<file path="src/rtl/tetris_pkg.sv">
// -----------------------------------------------------------------------------
// tetris_pkg
// Shared definitions for the tetris core and the screen scanner.
//   SCREEN_X     : pixels per row
//   SCREEN_Y     : rows per frame
//   row_t        : one row of pixels
//   row_idx_t    : row index
//   scan_state_e : screen scanner FSM states
// -----------------------------------------------------------------------------
package tetris_pkg;

  localparam int SCREEN_X = 10;
  localparam int SCREEN_Y = 20;

  typedef logic [SCREEN_X-1:0]         row_t;
  typedef logic [$clog2(SCREEN_Y)-1:0] row_idx_t;

  typedef enum logic [1:0] {
    ST_IDLE = 2'd0,
    ST_SCAN = 2'd1,
    ST_DONE = 2'd2
  } scan_state_e;

endpackage

</file>
<file path="src/rtl/screen_scanner_row_mux.sv">
// -----------------------------------------------------------------------------
// row_mux
// Combinational selection of one row out of a flat SCREEN_X*SCREEN_Y bitmap.
// Row y occupies flat_i[y*SCREEN_X +: SCREEN_X].
// Ports:
//   flat_i : flat bitmap
//   idx_i  : row to select (indices >= SCREEN_Y return 0)
//   row_o  : selected row
// -----------------------------------------------------------------------------
module row_mux #(
  parameter int  SCREEN_X = tetris_pkg::SCREEN_X,
  parameter int  SCREEN_Y = tetris_pkg::SCREEN_Y,
  localparam int ROW_W    = $clog2(SCREEN_Y)
) (
  input  logic [SCREEN_X*SCREEN_Y-1:0] flat_i,
  input  logic [ROW_W-1:0]             idx_i,
  output logic [SCREEN_X-1:0]          row_o
);

  logic [SCREEN_X-1:0] rows [SCREEN_Y];

  for (genvar gi = 0; gi < SCREEN_Y; gi++) begin : g_rows
    assign rows[gi] = flat_i[gi*SCREEN_X +: SCREEN_X];
  end

  always_comb begin
    row_o = '0;
    for (int y = 0; y < SCREEN_Y; y++) begin
      if (idx_i == ROW_W'(y)) begin
        row_o = rows[y];
      end
    end
  end

endmodule

</file>
<file path="src/rtl/screen_scanner.sv">
// -----------------------------------------------------------------------------
// screen_scanner
// Snapshots the game's flat screen bitmap on a frame request and streams it
// out one row per transfer (valid/ready), row 0 first.  Because only the
// snapshot is streamed, game updates during a scan never tear a frame.
//
// Optional build macro: SCREEN_SCANNER_DIRTY_ROWS_EN
//   When defined, the last transferred value of every row is remembered and
//   rows that are unchanged since the last completed frame are skipped (one
//   idle cycle each).  The first frame after reset always sends every row.
//
// Ports:
//   clock      : system clock, rising edge
//   reset      : synchronous, active-low reset
//   screen     : flat bitmap, row y = screen[y*SCREEN_X +: SCREEN_X]
//   frame_req  : one-cycle request to capture and scan a frame
//   row_data   : pixels of the presented row (0 when row_valid=0)
//   row_index  : index of the presented row (0 when row_valid=0)
//   row_valid  : a row is presented
//   row_ready  : sink accepts the presented row this cycle
//   busy       : scan in progress
//   frame_done : one-cycle pulse after the last row of a frame
//   overrun    : sticky, frame_req seen while busy
// -----------------------------------------------------------------------------
module screen_scanner #(
  parameter int  SCREEN_X = tetris_pkg::SCREEN_X,
  parameter int  SCREEN_Y = tetris_pkg::SCREEN_Y,
  localparam int ROW_W    = $clog2(SCREEN_Y)
) (
  input  logic                         clock,
  input  logic                         reset,
  input  logic [SCREEN_X*SCREEN_Y-1:0] screen,
  input  logic                         frame_req,
  output logic [SCREEN_X-1:0]          row_data,
  output logic [ROW_W-1:0]             row_index,
  output logic                         row_valid,
  input  logic                         row_ready,
  output logic                         busy,
  output logic                         frame_done,
  output logic                         overrun
);

  import tetris_pkg::*;

  localparam logic [ROW_W-1:0] LAST_ROW = ROW_W'(SCREEN_Y - 1);

  scan_state_e                  state_q, state_d;
  logic [SCREEN_X*SCREEN_Y-1:0] snap_q, snap_d;
  logic [ROW_W-1:0]             cnt_q, cnt_d;
  logic                         overrun_q, overrun_d;
  logic [SCREEN_X-1:0]          snap_row;
  logic                         row_dirty;

  row_mux #(
    .SCREEN_X (SCREEN_X),
    .SCREEN_Y (SCREEN_Y)
  ) u_snap_mux (
    .flat_i (snap_q),
    .idx_i  (cnt_q),
    .row_o  (snap_row)
  );

`ifdef SCREEN_SCANNER_DIRTY_ROWS_EN
  logic [SCREEN_X*SCREEN_Y-1:0] prev_q, prev_d;
  logic                         prev_valid_q, prev_valid_d;
  logic [SCREEN_X-1:0]          prev_row;

  row_mux #(
    .SCREEN_X (SCREEN_X),
    .SCREEN_Y (SCREEN_Y)
  ) u_prev_mux (
    .flat_i (prev_q),
    .idx_i  (cnt_q),
    .row_o  (prev_row)
  );

  // Until one full frame has completed, prev holds nothing trustworthy.
  assign row_dirty = !prev_valid_q || (snap_row != prev_row);

  always_comb begin
    prev_d       = prev_q;
    prev_valid_d = prev_valid_q || (state_q == ST_DONE);
    for (int y = 0; y < SCREEN_Y; y++) begin
      if (row_valid && row_ready && (cnt_q == ROW_W'(y))) begin
        prev_d[y*SCREEN_X +: SCREEN_X] = snap_row;
      end
    end
  end

  always_ff @(posedge clock) begin
    if (!reset) begin
      prev_q       <= '0;
      prev_valid_q <= 1'b0;
    end else begin
      prev_q       <= prev_d;
      prev_valid_q <= prev_valid_d;
    end
  end
`else
  assign row_dirty = 1'b1;
`endif

  always_comb begin
    state_d   = state_q;
    snap_d    = snap_q;
    cnt_d     = cnt_q;
    overrun_d = overrun_q;
    row_valid = 1'b0;
    case (state_q)
      ST_IDLE: begin
        if (frame_req) begin
          snap_d  = screen;
          cnt_d   = '0;
          state_d = ST_SCAN;
        end
      end
      ST_SCAN: begin
        overrun_d = overrun_q | frame_req;
        row_valid = row_dirty;
        // Advance on a transfer, or unconditionally on a skipped clean row.
        if (!row_dirty || row_ready) begin
          if (cnt_q == LAST_ROW) begin
            state_d = ST_DONE;
          end else begin
            cnt_d = cnt_q + 1'b1;
          end
        end
      end
      ST_DONE: begin
        overrun_d = overrun_q | frame_req;
        state_d   = ST_IDLE;
      end
      default: begin
        state_d = ST_IDLE;
      end
    endcase
  end

  always_ff @(posedge clock) begin
    if (!reset) begin
      state_q   <= ST_IDLE;
      snap_q    <= '0;
      cnt_q     <= '0;
      overrun_q <= 1'b0;
    end else begin
      state_q   <= state_d;
      snap_q    <= snap_d;
      cnt_q     <= cnt_d;
      overrun_q <= overrun_d;
    end
  end

  assign row_data   = row_valid ? snap_row : '0;
  assign row_index  = row_valid ? cnt_q : '0;
  assign busy       = (state_q != ST_IDLE);
  assign frame_done = (state_q == ST_DONE);
  assign overrun    = overrun_q;

endmodule
</file>
<file path="config.mk">
export PLATFORM = sky130hd
export DESIGN_NAME = screen_scanner
export DESIGN_NICKNAME = d
export VERILOG_FILES = /design/src/rtl/tetris_pkg.sv /design/src/rtl/screen_scanner_row_mux.sv /design/src/rtl/screen_scanner.sv
export SDC_FILE = /design/constraint.sdc
export NUM_CORES = 1
export LEC_CHECK = 0
export CAP_MARGIN = 20
export CORE_MARGIN = 2
export CORE_UTILIZATION = 40
export CTS_BUF_LIST = sky130_fd_sc_hd__clkbuf_4 sky130_fd_sc_hd__clkbuf_8
export CTS_CLUSTER_SIZE = 24
export DETAILED_ROUTE_END_ITERATION = 12
export GPL_TIMING_DRIVEN = 0
export PLACE_DENSITY = 0.7
export SKIP_CTS_REPAIR_TIMING = 1
export SLEW_MARGIN = 20
export SYNTH_ARGS = -nofsm -noshare
export SYNTH_HDL_FRONTEND = slang
export SYNTH_SLANG_ARGS = --single-unit
</file>
<file path="constraint.sdc">
create_clock -name clock -period 3.38 [get_ports clock]
set_clock_uncertainty 0.1 [all_clocks]
set_input_delay 0.676 -clock clock [delete_from_list [all_inputs] [get_ports clock]]
set_output_delay 0.676 -clock clock [all_outputs]
set_load 0.005 [all_outputs]
</file>
==> summary.md <==
| Metric | Value |
|---|---|
| ANT nets after route | 0 |
| Cell Pwr Density | ~450 nW/um^2 |
| P&R area growth vs syn | 44.4% |
| Hold Slack | 0.361 ns |
| Post-DP HPWL | about 29000 microns |
| Design Area, Final | around 15000 sq um |
| Largest family of logic cells by synthesized area | compound AO/OA/AOI/OAI gates |
| Clock-pin slew on the worst setup and hold paths | about 0.06 ns |
| Final setup violation count | 10 |
| Worst-skew pair later-pin latency | 0.54 ns |
| CP Data Required Time | around 2.6 ns |
| CTS H-Tree Depth | 2 |
| Final critical-path required period | 3.87 ns |
| # clock sinks | between 200 and 250 |
| Data arrival, critical path | just over 3 ns |
| Adder-Cell Fraction of Synth Area | 0.972% |
| R2r setup slk | approximately 0.93 ns |
| Post-DP Area | ~13000 sq um |
| Routability cong. | around 0.94 |
| Post-synthesis sequential area ratio | a little over 40% |
| Yosys top cell by area | dfxtp_1 |
| Syn Inst Count | 1344 |
| Worst vdd ir | 0.256 mV |
| Clock Root Buffer | clkbuf_8 |
| Gr usage total | between 20 and 30% |
| Drt drc | 0 |
| I/O Pins | ~220 |
| Synth Area in Simple Gates | between 20% and 30% |
| Yosys cell types | 72 |
| Number of synthesized flops with an enable pin | 0 |
| Crit path from | cnt_q[1] |
| Vias per inst | about 5.5 |
| Core area | approximately 25000 sq um |
| Status | finished with violations |
| Post-Place Setup Slack | -1.31 ns |
| CTS max path bufs | 3 |
| Reg-to-reg endpoint | snap_q[126] |
| Compound-Gate Fraction of Synth Area | between 20% and 30% |
| Yosys warnings | 0 |
| Syn Nets | ~1600 |
| Largest net degree at the start of global routing | 11 |
| Die area | between 20000 and 30000 sq um |
| First-pass GRT wire length | around 55000 microns |
| Asr flop ratio synth | 0% |
| Multiplexer share of the synthesized area | 0% |
| Hold crit path type | reg -> reg |
| Initial Util | 40.8% |
| Worst-Margin Slew | between 0.9 and 1 ns |
| R2r startpoint | state_q[1] |
| Peak Freq | between 200 and 300 MHz |
| Critical Path Fanout Max | 8 |
| Critical Path Sink Type | output pin |
| Die W | 164 microns |
| Xor/xnor share of the synthesized area | less than 1% |
| Failing checks | negative setup slack |
| CTS Buf Count | 37 |
| TritonCTS clock tree | built |
| ANT cells | 0 |
| Drt pass-1 iters | 5 |
| Vias | 10967 |
| Row cnt | 58 |
| Gr ovfl total | 0 |
| Fraction of layout cells with a size suffix above 1 | 15.5% |
| Final period util | 114% |
| Area contributors post-synth | dfxtp_1 (40%), nand2_1 (16%), a21boi_0 (15%) |
| Yosys reg bits | around 210 |
| Power after layout | ~6.7 mW |
| WS Path Type | reg -> out |
| Initial antenna violation count | 0 |
| Commonest non-fill, non-tap cell in the layout | nand2_1 |
| Die Span Y | around 160 microns |
| Syn_area_per_cell | about 7.7 sq um |
| Buffers on Ports | approximately 220 |
| CP Launch Type | flip-flop |
| Nets | ~1900 |
| Max Cap Viol | 0 |
| Relative slew margins | a little over a third |
| Critical Path Sink | row_data[3] |
| Final WL | between 30000 and 40000 microns |
| Vias in the first global route | approximately 10000 |
| RSZ-0062 raised after global routing | yes |
| Fillers | 2311 |
| Area of the multi-input gates | 6140 sq um |
| Area of all sequential standard cells | 4170 sq um |
| Most common flop cell mapped by yosys | dfxtp_1 |
| Share of the synthesized area in the top cell type | approximately 40% |
| Iteration-0 DRC Markers | a little over 900 |
| Slew Limit Fails | 0 |
| Fin. Hold Viols | 0 |
| Mapped Area | approximately 10000 sq um |
| Final worst slack | -0.488 ns |
| Most frequent cells in the layout | nand2_1 (448), clkdlybuf4s50_1 (211), dfxtp_1 (205) |
| Worst r2r path cells | 7 |
| Pleak | ~5.6 nW |
| DR WL/cell | roughly 19 microns |
| Final core utilization | between 50% and 60% |
per-layer routing:
layer	wire [microns]	vias up	track usage [%]
met3	3630	104	5.55
met5	0	-	0
met1	16600	5115	37.1
li1	-	5214	-
met4	1400	0	11.1
met2	17000	534	41.0
through the flow:
step	std cells	TNS (ns)
finish	2007	-3.03
global route	2007	-3.50
CTS	1959	-14.72
detailed placement	1895	-8.94
global placement	1895	-8.90
floorplan	1344	0
report_power, final:
part	internal (mW)	leakage (nW)	switching (mW)	total, mW
clock	1.39	0.412	1.05	2.43
sequential	2.67	1.71	0.177	2.85
combinational	0.625	3.51	0.792	1.42
layout make-up:
| cell class | instances | area share [%] |
|---|---|---|
| plain buffers | 108 | 4.67 |
| clock buffers | 59 | 5.00 |
| clock inverters | 5 | 0.185 |
| inverters | 17 | 0.522 |
| multi-input cells | 1010 | 41.3 |
| flip-flops and latches | 208 | 28.1 |
| well taps | 330 | 2.78 |
| repair buffers | 270 | 17.5 |
flip-flops by register name (all words and copies together), names as in the netlist:
register / count
cnt_q: 5
snap_q: 200
overrun: 1
state_q: 2
worst max-delay path, cell delays in order (launching register included):
cell and delay [ns]:
dfxtp_4 0.38, ha_4 0.17, buf_8 0.14, buf_4 0.14, nor4_4 0.23, buf_6 0.17, o211ai_1 0.21, a2111oi_4 0.47
o41ai_2 0.18, a31oi_1 0.29, buf_2 0.17
logic make-up (layout without fill, tap and decap cells):
logic type               Yosys count  after routing
flip-flops                       208            208
AO/OA/AOI/OAI                    417            417
XOR/XNOR                           2              2
AND/OR/NAND/NOR                  583            583
buffers and inverters            126            459
adder cells (fa/ha/maj)            8              8
how the worst min path moves through the flow:
| stage | startpoint | to | slack [ns] | depth (start not counted) |
|---|---|---|---|---|
| finish | snap_q[165] | snap_q[165] | 0.36 | 2 |
| global route | snap_q[137] | snap_q[137] | 0.38 | 2 |
| CTS | snap_q[165] | snap_q[165] | 0.36 | 2 |
| detailed placement | snap_q[165] | snap_q[165] | 0.35 | 2 |
| global placement | snap_q[139] | snap_q[139] | 0.35 | 2 |
| floorplan | snap_q[155] | snap_q[155] | 0.34 | 2 |
synth_stat cells, drive strengths merged (14+ instances only):
cell type	n
nand2	453
dfxtp	208
a21boi	202
clkbuf	77
a21oi	55
o21ai	53
nor2	42
buf	32
nor2b	16
inv	15
nor3	14
Power figures use the tool's default switching activity.
